<file path="src/rtl/pipe_pkg.sv">
// Shared definitions for the elastic inter-stage pipeline registers:
// standard bundle widths, control-bundle field layout, bubble value and occupancy state.
package pipe_pkg;

  localparam int unsigned IF_ID_DATA_W  = 64;
  localparam int unsigned IF_ID_CTRL_W  = 1;
  localparam int unsigned ID_EX_DATA_W  = 192;
  localparam int unsigned ID_EX_CTRL_W  = 18;
  localparam int unsigned EX_MEM_DATA_W = 128;
  localparam int unsigned EX_MEM_CTRL_W = 7;
  localparam int unsigned MEM_WB_DATA_W = 96;
  localparam int unsigned MEM_WB_CTRL_W = 3;

  // Control bundle layout, LSB first; widths sum to ID_EX_CTRL_W.
  localparam int unsigned CTRL_EXTOP_O    = 0;
  localparam int unsigned CTRL_LUIOP_O    = 1;
  localparam int unsigned CTRL_ALUOP_O    = 2;
  localparam int unsigned CTRL_ALUOP_W    = 4;
  localparam int unsigned CTRL_ALUSRCA_O  = 6;
  localparam int unsigned CTRL_ALUSRC_O   = 7;
  localparam int unsigned CTRL_REGDST_O   = 8;
  localparam int unsigned CTRL_REGDST_W   = 2;
  localparam int unsigned CTRL_MEMREAD_O  = 10;
  localparam int unsigned CTRL_MEMWR_O    = 11;
  localparam int unsigned CTRL_BRANCH_O   = 12;
  localparam int unsigned CTRL_BRANCH_W   = 3;
  localparam int unsigned CTRL_MEMTOREG_O = 15;
  localparam int unsigned CTRL_MEMTOREG_W = 2;
  localparam int unsigned CTRL_REGWR_O    = 17;

  // No register write, no memory access, no branch.
  localparam logic [ID_EX_CTRL_W-1:0] NOP_CTRL = '0;

  typedef enum logic [1:0] {
    ST_EMPTY = 2'd0,
    ST_ONE   = 2'd1,
    ST_TWO   = 2'd2
  } skid_state_e;

  function automatic logic [1:0] level_of(input skid_state_e st);
    case (st)
      ST_ONE:  level_of = 2'd1;
      ST_TWO:  level_of = 2'd2;
      default: level_of = 2'd0;
    endcase
  endfunction

endpackage

</file>
<file path="src/rtl/pipe_stage_skid_if.sv">
// Valid/ready handshake bundle carrying one datapath and one control word.
interface pipe_stage_skid_if #(
  parameter int unsigned DATA_W = 192,
  parameter int unsigned CTRL_W = 18
);
  logic              valid;
  logic              ready;
  logic [DATA_W-1:0] data;
  logic [CTRL_W-1:0] ctrl;

  modport master (output valid, output data, output ctrl, input ready);
  modport slave  (input valid, input data, input ctrl, output ready);
endinterface

</file>
<file path="src/rtl/pipe_slot.sv">
// Single-entry bundle register with load and clear-to-bubble; clear beats load.
module pipe_slot #(
  parameter int unsigned      DATA_W = 192,
  parameter int unsigned      CTRL_W = 18,
  parameter logic [CTRL_W-1:0] BUBBLE = '0
) (
  input  logic              clk,
  input  logic              reset,
  input  logic              load_i,
  input  logic              clear_i,
  input  logic [DATA_W-1:0] data_i,
  input  logic [CTRL_W-1:0] ctrl_i,
  output logic [DATA_W-1:0] data_o,
  output logic [CTRL_W-1:0] ctrl_o
);

  logic [DATA_W-1:0] data_q;
  logic [CTRL_W-1:0] ctrl_q;

  always_ff @(posedge clk) begin
    if (reset || clear_i) begin
      data_q <= '0;
      ctrl_q <= BUBBLE;
    end else if (load_i) begin
      data_q <= data_i;
      ctrl_q <= ctrl_i;
    end
  end

  assign data_o = data_q;
  assign ctrl_o = ctrl_q;

endmodule

</file>
<file path="src/rtl/pipe_stage_skid.sv">
// Elastic pipeline register: 2-entry skid buffer with valid/ready handshake,
// registered in_ready (no out_ready -> in_ready path) and flush to bubble.
module pipe_stage_skid
  import pipe_pkg::*;
#(
  parameter int unsigned       DATA_W      = 192,
  parameter int unsigned       CTRL_W      = 18,
  parameter logic [CTRL_W-1:0] BUBBLE_CTRL = CTRL_W'(NOP_CTRL)
) (
  input  logic                     clk,
  input  logic                     reset,
  input  logic                     flush,
  pipe_stage_skid_if.slave         in_bus,
  pipe_stage_skid_if.master        out_bus,
  output logic [1:0]               level
);

  skid_state_e state_q;

  logic              accept, drain;
  logic              main_load, main_clear, skid_load, skid_clear;
  logic [DATA_W-1:0] main_data_d, skid_data;
  logic [CTRL_W-1:0] main_ctrl_d, skid_ctrl;

  assign in_bus.ready  = (state_q != ST_TWO) && !flush;
  assign out_bus.valid = (state_q != ST_EMPTY);
  assign accept        = in_bus.valid && in_bus.ready;
  assign drain         = out_bus.valid && out_bus.ready;
  assign level         = level_of(state_q);

  // Storage only loads on accept (which needs in_valid) or skid->main moves,
  // so an idle input bus never reaches the registers.
  always_comb begin
    main_load   = 1'b0;
    skid_load   = 1'b0;
    main_clear  = flush;
    skid_clear  = flush;
    main_data_d = in_bus.data;
    main_ctrl_d = in_bus.ctrl;
    case (state_q)
      ST_EMPTY: main_load = accept;
      ST_ONE: begin
        main_load  = accept && drain;
        skid_load  = accept && !drain;
        main_clear = flush || (drain && !accept);
      end
      ST_TWO: begin
        main_load   = drain;
        skid_clear  = flush || drain;
        main_data_d = skid_data;
        main_ctrl_d = skid_ctrl;
      end
      default: ;
    endcase
  end

  always_ff @(posedge clk) begin
    if (reset || flush) begin
      state_q <= ST_EMPTY;
    end else begin
      case (state_q)
        ST_EMPTY: if (accept) state_q <= ST_ONE;
        ST_ONE: begin
          if (accept && !drain)      state_q <= ST_TWO;
          else if (!accept && drain) state_q <= ST_EMPTY;
        end
        ST_TWO:   if (drain) state_q <= ST_ONE;
        default:  state_q <= ST_EMPTY;
      endcase
    end
  end

  pipe_slot #(
    .DATA_W (DATA_W),
    .CTRL_W (CTRL_W),
    .BUBBLE (BUBBLE_CTRL)
  ) u_main (
    .clk     (clk),
    .reset   (reset),
    .load_i  (main_load),
    .clear_i (main_clear),
    .data_i  (main_data_d),
    .ctrl_i  (main_ctrl_d),
    .data_o  (out_bus.data),
    .ctrl_o  (out_bus.ctrl)
  );

  pipe_slot #(
    .DATA_W (DATA_W),
    .CTRL_W (CTRL_W),
    .BUBBLE ('0)
  ) u_skid (
    .clk     (clk),
    .reset   (reset),
    .load_i  (skid_load),
    .clear_i (skid_clear),
    .data_i  (in_bus.data),
    .ctrl_i  (in_bus.ctrl),
    .data_o  (skid_data),
    .ctrl_o  (skid_ctrl)
  );

endmodule

</file>
<file path="src/flat_wrapper.sv">
// flat-port wrapper written by rule: the top's interface ports become plain ports
module pipe_stage_skid_flat import pipe_pkg::*;
#(
  parameter int unsigned       DATA_W      = 192,
  parameter int unsigned       CTRL_W      = 18,
  parameter logic [CTRL_W-1:0] BUBBLE_CTRL = CTRL_W'(NOP_CTRL)
)
  (clk, reset, flush, level, in_bus_valid, in_bus_data, in_bus_ctrl, in_bus_ready, out_bus_valid, out_bus_data, out_bus_ctrl, out_bus_ready);
  pipe_stage_skid_if #(.DATA_W(DATA_W), .CTRL_W(CTRL_W)) in_bus_i ();
  pipe_stage_skid_if #(.DATA_W(DATA_W), .CTRL_W(CTRL_W)) out_bus_i ();
  input  logic clk;
  input  logic reset;
  input  logic flush;
  output logic [1:0] level;
  input wire logic [$bits(in_bus_i.valid)-1:0] in_bus_valid;
  input wire logic [$bits(in_bus_i.data)-1:0] in_bus_data;
  input wire logic [$bits(in_bus_i.ctrl)-1:0] in_bus_ctrl;
  output wire logic [$bits(in_bus_i.ready)-1:0] in_bus_ready;
  output wire logic [$bits(out_bus_i.valid)-1:0] out_bus_valid;
  output wire logic [$bits(out_bus_i.data)-1:0] out_bus_data;
  output wire logic [$bits(out_bus_i.ctrl)-1:0] out_bus_ctrl;
  input wire logic [$bits(out_bus_i.ready)-1:0] out_bus_ready;
  assign in_bus_i.valid = in_bus_valid;
  assign in_bus_i.data = in_bus_data;
  assign in_bus_i.ctrl = in_bus_ctrl;
  assign in_bus_ready = in_bus_i.ready;
  assign out_bus_valid = out_bus_i.valid;
  assign out_bus_data = out_bus_i.data;
  assign out_bus_ctrl = out_bus_i.ctrl;
  assign out_bus_i.ready = out_bus_ready;
  pipe_stage_skid #(.DATA_W(DATA_W), .CTRL_W(CTRL_W), .BUBBLE_CTRL(BUBBLE_CTRL)) u_core (.clk(clk), .reset(reset), .flush(flush), .in_bus(in_bus_i), .out_bus(out_bus_i), .level(level));
endmodule
</file>
<file path="config.mk">
export PLATFORM = sky130hd
export DESIGN_NAME = pipe_stage_skid_flat
export DESIGN_NICKNAME = d
export VERILOG_FILES = /design/src/rtl/pipe_pkg.sv /design/src/rtl/pipe_stage_skid_if.sv /design/src/rtl/pipe_slot.sv /design/src/rtl/pipe_stage_skid.sv /design/src/flat_wrapper.sv
export SDC_FILE = /design/constraint.sdc
export NUM_CORES = 1
export LEC_CHECK = 0
export BUFFER_PORTS_ARGS = -buffer_cell sky130_fd_sc_hd__clkbuf_2
export CAP_MARGIN = 20
export CORE_UTILIZATION = 55
export DETAILED_ROUTE_END_ITERATION = 6
export GPL_TIMING_DRIVEN = 0
export MAX_ROUTING_LAYER = met4
export PLACE_DENSITY = 0.81
export RECOVER_POWER = 50
export SLEW_MARGIN = 10
export SYNTH_ARGS = -nofsm -noshare
export SYNTH_HDL_FRONTEND = slang
export SYNTH_SLANG_ARGS = --single-unit
</file>
<file path="constraint.sdc">
create_clock -name clk -period 1.7 [get_ports clk]
set_clock_uncertainty 0.05 [all_clocks]
set_input_delay 0.085 -clock clk [delete_from_list [all_inputs] [get_ports clk]]
set_output_delay 0.085 -clock clk [all_outputs]
set_load 0.01 [all_outputs]
</file>
======== Word level (Yosys, flattened, before mapping) ========
Index checks and enable logic that the tools add are counted.
word-level totals
  flip-flop bits (word level) ............. 422
  latch bits .............................. 0
  bits in writable memories ............... 0
  memory bits (read-only) ................. 0
  input port bits ......................... 215
  output and inout bits ................... 214
  logic and storage cells ................. 40
  memories ................................ 0
cells by class
  $add $sub $neg .......................... 0
  multipliers ............................. 0
  div/mod/pow operators ................... 0
  $lt $le $gt $ge ......................... 0
  eq/ne operators ......................... 6
  shift operators ......................... 0
  multiplexer cells ....................... 12
  bitwise gates (word level) .............. 0
  reduce and logical (&&, ||, !) cells .... 17
operator list
  cell                                                                    count
  192-bit 2-to-1 mux                                                      1
  18-bit 2-to-1 mux                                                       1
  2-bit 2-to-1 mux                                                        4
  1-bit logical AND                                                       6
  2-bit case mux with 3 select lines                                      1
  1-bit logical OR                                                        5
  2-bit by 1-bit != test with 1-bit output (second input constant)        2
  2-bit case mux with 2 select lines                                      1
  1-bit logical NOT                                                       3
  1-bit 2-to-1 mux                                                        3
  3-bit by 1-bit != test with 1-bit output (second input constant)        1
  1-bit case mux with 3 select lines                                      1
  3-bit AND reduction                                                     1
  2-bit by 1-bit equality test with 1-bit output (second input constant)  1
  2-bit equality test (second input constant)                             1
  2-bit logical NOT                                                       1
  2-bit != test (second input constant)                                   1
  2-bit nonzero test                                                      1

======== Logic depth before layout (Yosys ltp) ========
  depth in word-level cells ............... 8
  mapped depth ............................ 8
  gate-level depth less buffers ........... 4

======== By module ========
Synthesis repeated with hierarchy kept, for this count alone.
unflattened totals
  cells, all modules ...................... 1615
  area, all modules ....................... 18332.6 µm²
by module, submodules not included
  module           times used  cells an instance  area an instance (µm²)
  pipe_slot        2           679                7531.0
  pipe_stage_skid  1           257                3270.6

======== Least setup slack after synthesis ========
Ideal clock, no wire load.
  path kind ............................... flip-flop to flip-flop
  from .................................... reg u_core.state_q[1]
  to ...................................... reg u_core.u_main.data_q[190] (netlist: u_core.u_main.data_o[190])
  library setup time ...................... 80 ps
  arrival ................................. 1435 ps
  required time ........................... 1570 ps
  path slack .............................. 135 ps
  cell stages (with the launch flop) ...... 8
  cell sequence ........................... dfxtp_1 -> buf_2 -> and3b_1 -> clkbuf_2 -> a31o_2 -> buf_2 -> buf_2 -> a211oi_2
between the ends
  longest elaborated chain between the ends .. 8
  elaborated cells on any way between the ends .. 16
  classes of those cells .................. eq/ne (3); mux (3); reduce/logical (10)
RTL lines
  item                      line                   text
  start: declaration        pipe_stage_skid.sv:18  skid_state_e state_q;
  start signal: assignment  pipe_stage_skid.sv:59  state_q <= ST_EMPTY;
  start signal: assignment  pipe_stage_skid.sv:62  ST_EMPTY: if (accept) state_q <= ST_ONE;
  start signal: assignment  pipe_stage_skid.sv:64  if (accept && !drain) state_q <= ST_TWO;
  2-bit != test             pipe_stage_skid.sv:25  assign in_bus.ready = (state_q != ST_TWO) && !flush;
  1-bit logical AND         pipe_stage_skid.sv:25
  1-bit logical AND         pipe_stage_skid.sv:27  assign accept = in_bus.valid && in_bus.ready;
  1-bit logical NOT         pipe_stage_skid.sv:45  main_clear = flush || (drain && !accept);
  1-bit logical AND         pipe_stage_skid.sv:45
  1-bit logical OR          pipe_stage_skid.sv:45
  1-bit 2-to-1 mux          pipe_stage_skid.sv:40  case (state_q)
  1-bit logical OR          pipe_slot.sv:21        if (reset || clear_i) begin
  end signal: assignment    pipe_slot.sv:25        data_q <= data_i;
  end: declaration          pipe_slot.sv:17        logic [DATA_W-1:0] data_q;
Several ways; a longest one is shown, not always the timed one.
A chain may end at the register's enable or synchronous reset.

======== Worst setup path after layout ========
  from .................................... reg u_core.state_q[1]
  to ...................................... reg u_core.u_skid.data_q[33] (netlist: u_core.u_skid.data_o[33])
between the ends
  longest elaborated chain between the ends .. 5
  elaborated cells on any way between the ends .. 13
  classes of those cells .................. eq/ne (3); mux (2); reduce/logical (8)
RTL lines
  item                                                          line
  2-bit != test / 2-bit nonzero test (equally long branches)    pipe_stage_skid.sv:25, pipe_stage_skid.sv:26
  1-bit logical AND, on equally long branches                   pipe_stage_skid.sv:25, pipe_stage_skid.sv:28
  1-bit logical AND, or another cell as far along               pipe_stage_skid.sv:27
  1-bit logical AND / 1-bit 2-to-1 mux (equally long branches)  pipe_stage_skid.sv:44, pipe_stage_skid.sv:40
  1-bit 2-to-1 mux / 1-bit logical OR (equally long branches)   pipe_stage_skid.sv:40, pipe_slot.sv:21
  end signal: assignment                                        pipe_slot.sv:25
  end: declaration                                              pipe_slot.sv:17
Several ways; a longest one is shown, not always the timed one.

==> run summary <==
run status: complete, but fails checks
violations in the final reports: design-rule violations, negative setup slack
critical path peak fanout: 10
number of cells after detailed placement: 2869
setup slack at placement: -0.719 ns
reg-to-reg endpoint: u_core.u_skid.data_o[33]
detail-routed via count per cell: 6.68
via total after detailed routing: 21286
Worst setup EP type: register
clock tree sinks: 422
critical path's largest stage delay: 0.38 ns
worst path cell trace: buf_4 > nand4bb_4 > buf_8 > clkbuf_2 > o21ai_0 > a21oi_1
final critical-path share of the clock period: 107%
fraction of synthesized cell area taken by the top area cell type: 43.4%
initial cell density of the core: 56.1%
Worst Path Class, Setup: reg -> reg
arrival time reported for the critical path endpoint: 2.20 ns
CP bufs+invs: 3
cell area after placement: 22200 um2
setup tns final: -6.73 ns
transition at the pin with the smallest max-transition slack: 0.891 ns
Top Ports: 429
Die Y-Extent: 190 um
Clock Path Buffers: 3
Slowest cell on crit path: sky130_fd_sc_hd__dfxtp_4
Site Rows: 68
first-pass GRT wire length: 110000 um
post-route DRC violation count: 1
Worst setup SP type: register
total gr overflow: 0
Required @ worst endpoint: 2.09 ns
number of buffers created by CTS: 44
register area share after synthesis: 43.4%
number of register bits inferred by synthesis: 422
layout cell share with drive strength beyond 1: 29.1%
wire length after detailed routing: 76600 um
pin count of the biggest net entering global routing: 14
ys flop type: sky130_fd_sc_hd__dfxtp_1
number of antenna violations at the first check in global routing: 2
number of cells in the finished layout apart from fillers: 3186
Util after Layout: 78.0%
worst min-delay path endpoint: u_core.u_skid.data_o[152]
most common library cell in the layout ignoring fill and taps: sky130_fd_sc_hd__dfxtp_1
setup repair after global routing missed its margin: yes
setup slack on the worst flop-to-flop path: -0.11 ns
share of async-settable or async-resettable flops after synthesis: 0%
Reg-to-Reg Start: u_core.state_q[1]
H-Tree Depth: 2
most used cells in the layout excluding fill and tap cells: sky130_fd_sc_hd__dfxtp_1, sky130_fd_sc_hd__clkbuf_1, sky130_fd_sc_hd__clkbuf_2
clk_lat worst skew: 0.57 ns
CTS Root Cell: sky130_fd_sc_hd__clkbuf_16
routability-driven placement congestion ratio: 0.900
crit-path leading delay family: buffers and inverters
IO Port Bufs: 427
final-report setup violation count: 123
library cell occupying the most area in the post-synthesis netlist: sky130_fd_sc_hd__dfxtp_1
final-layout fill cell count: 2185
Hold Path Stages: 4
CTS tree: done
Max Fclk: 551 MHz
final setup margin: -0.113 ns
netlist area before placement: 19500 um2
Hold Violations, Final: 0
growth of design area from synthesis to finish: 39.2%
number of global-route vias before repair: 20259
relative slew slack: 40.6%
max-cap viol count: 0
width of the die: 190 um
Min-Delay Path Class: in -> reg
synth top area cells: sky130_fd_sc_hd__dfxtp_1, sky130_fd_sc_hd__a211oi_2, sky130_fd_sc_hd__mux2i_1
Overall Global Routing Usage: 39.5%
mean routed wirelength per cell: 24.1 um
full die area: 36100 um2
Lkg Pwr: 0.0105 uW
worst ir drop on vdd: 0.813 mV
register clock-pin slew on the reported worst setup and hold paths: 0.07 ns
hold path startpoint: out_bus_ready
number of cells on the worst reg-to-reg path: 6
detailed placer's ending HPWL: 45400 um
count of final max-slew check failures: 0
Mapped Cells: 1987
final net count: 2913
number of detailed-route iterations in the first pass: 7
post-route minimum period: 1.81 ns
power density relative to cell area: 850 nW/um2
Final Instance Area: 27100 um2
DRT iter0 DRCs: 1954
Cell variety after synth: 28
per-instance average area after synthesis: 9.79 um2
net count after synthesis: 2202
YS warnings: 0
Routed Antenna Nets: 0
core area: 34700 um2
number of enable flip-flop cells after synthesis: 0
-- repair_timing --
item | 4_1_cts | 5_1_grt
setup buffers | 5 | 10
pin swaps | 1 | 3
hold buffers | 214 | 0
hold endpoints to repair | 422 | 0
cloned | 1 | 11
setup endpoints to repair | 414 | 416
resized for setup | 240 | 336
-- worst reg2reg max path, stage by stage (launching register included) --
cell and delay, ns:
sky130_fd_sc_hd__dfxtp_4 0.38, sky130_fd_sc_hd__buf_4 0.15, sky130_fd_sc_hd__nand4bb_4 0.26, sky130_fd_sc_hd__buf_8 0.21, sky130_fd_sc_hd__clkbuf_2 0.21, sky130_fd_sc_hd__o21ai_0 0.32, sky130_fd_sc_hd__a21oi_1 0.13
-- power by group --
part,switching (uW),internal [uW]
Combinational,1900,1420
Clock,4090,5420
Sequential,136,10100
-- metal layers --
layer | GRT usage, % | routed length, um | vias to the layer above
li1 | - | - | 9136
met3 | 7.21 | 7450 | 411
met1 | 46.0 | 27700 | 10175
met2 | 64.0 | 36500 | 1564
met4 | 22.5 | 4990 | 0
met5 | - | 0 | -
-- sequential cells by signal, summed over array words and instances (netlist names) --
signal,count
u_core.u_main.ctrl_o,18
u_core.state_q,2
u_core.u_skid.ctrl_o,18
u_core.u_skid.data_o,192
u_core.u_main.data_o,192
-- worst max path at each step --
stage | endpoint | cells after the start | from
5_1_grt | u_core.u_skid.data_o[33] | 6 | u_core.state_q[1]
3_3_place_gp | u_core.u_main.data_o[91] | 6 | u_core.state_q[1]
4_1_cts | in_bus_ready | 7 | u_core.state_q[0]
3_5_place_dp | u_core.u_main.data_o[89] | 6 | u_core.state_q[1]
6_report | u_core.u_skid.data_o[33] | 6 | u_core.state_q[1]
2_1_floorplan | u_core.u_main.data_o[190] | 7 | u_core.state_q[1]
-- per-stage QoR --
stage	power, uW	hold WS (ns)
after global placement	12800	0.221
after CTS	22600	0.199
final	23000	0.207
after detailed placement	12800	0.224
after floorplan	11900	0.112
after global routing	23600	0.232
-- synthesized netlist by cell type, types with 2 or more instances --
library cell and instances:
sky130_fd_sc_hd__dfxtp_1 422, sky130_fd_sc_hd__a21oi_1 212, sky130_fd_sc_hd__mux2i_1 211, sky130_fd_sc_hd__a311oi_1 210
sky130_fd_sc_hd__nand3_1 210, sky130_fd_sc_hd__o21ai_0 210, sky130_fd_sc_hd__a211oi_2 200, sky130_fd_sc_hd__clkbuf_1 171
sky130_fd_sc_hd__buf_2 90, sky130_fd_sc_hd__buf_1 16, sky130_fd_sc_hd__a211oi_1 10, sky130_fd_sc_hd__inv_1 4
sky130_fd_sc_hd__nor2_1 3, sky130_fd_sc_hd__buf_4 2, sky130_fd_sc_hd__nand2_1 2, sky130_fd_sc_hd__nand2b_1 2
-- cells by family (layout without fill, tap and decap cells) --
family          count (synthesis)  after routing  synth area share [%]
compound gates                846            846                  33.7
other cells                     0              4                     0
simple gates                  224            224                  5.88
flops                         422            422                  43.4
buf+inv                       284           1024                  6.10
mux                           211            211                  10.9
-- area by class of cell --
type                            instances  area [um2]  share of cell area, %
Tap cell                              455         569                   2.10
Clock buffer                           63        1290                   4.78
Timing Repair Buffer                  668        4450                   16.4
Inverter                                4        18.8                 0.0693
Multi-Input combinational cell       1281       10200                   37.8
Clock inverter                         12        85.1                  0.314
Sequential cell                       422        8460                   31.2
Buffer                                277        1960                   7.22
Antenna cell                            4        10.0                 0.0370
(Power assumes the default switching activity.)
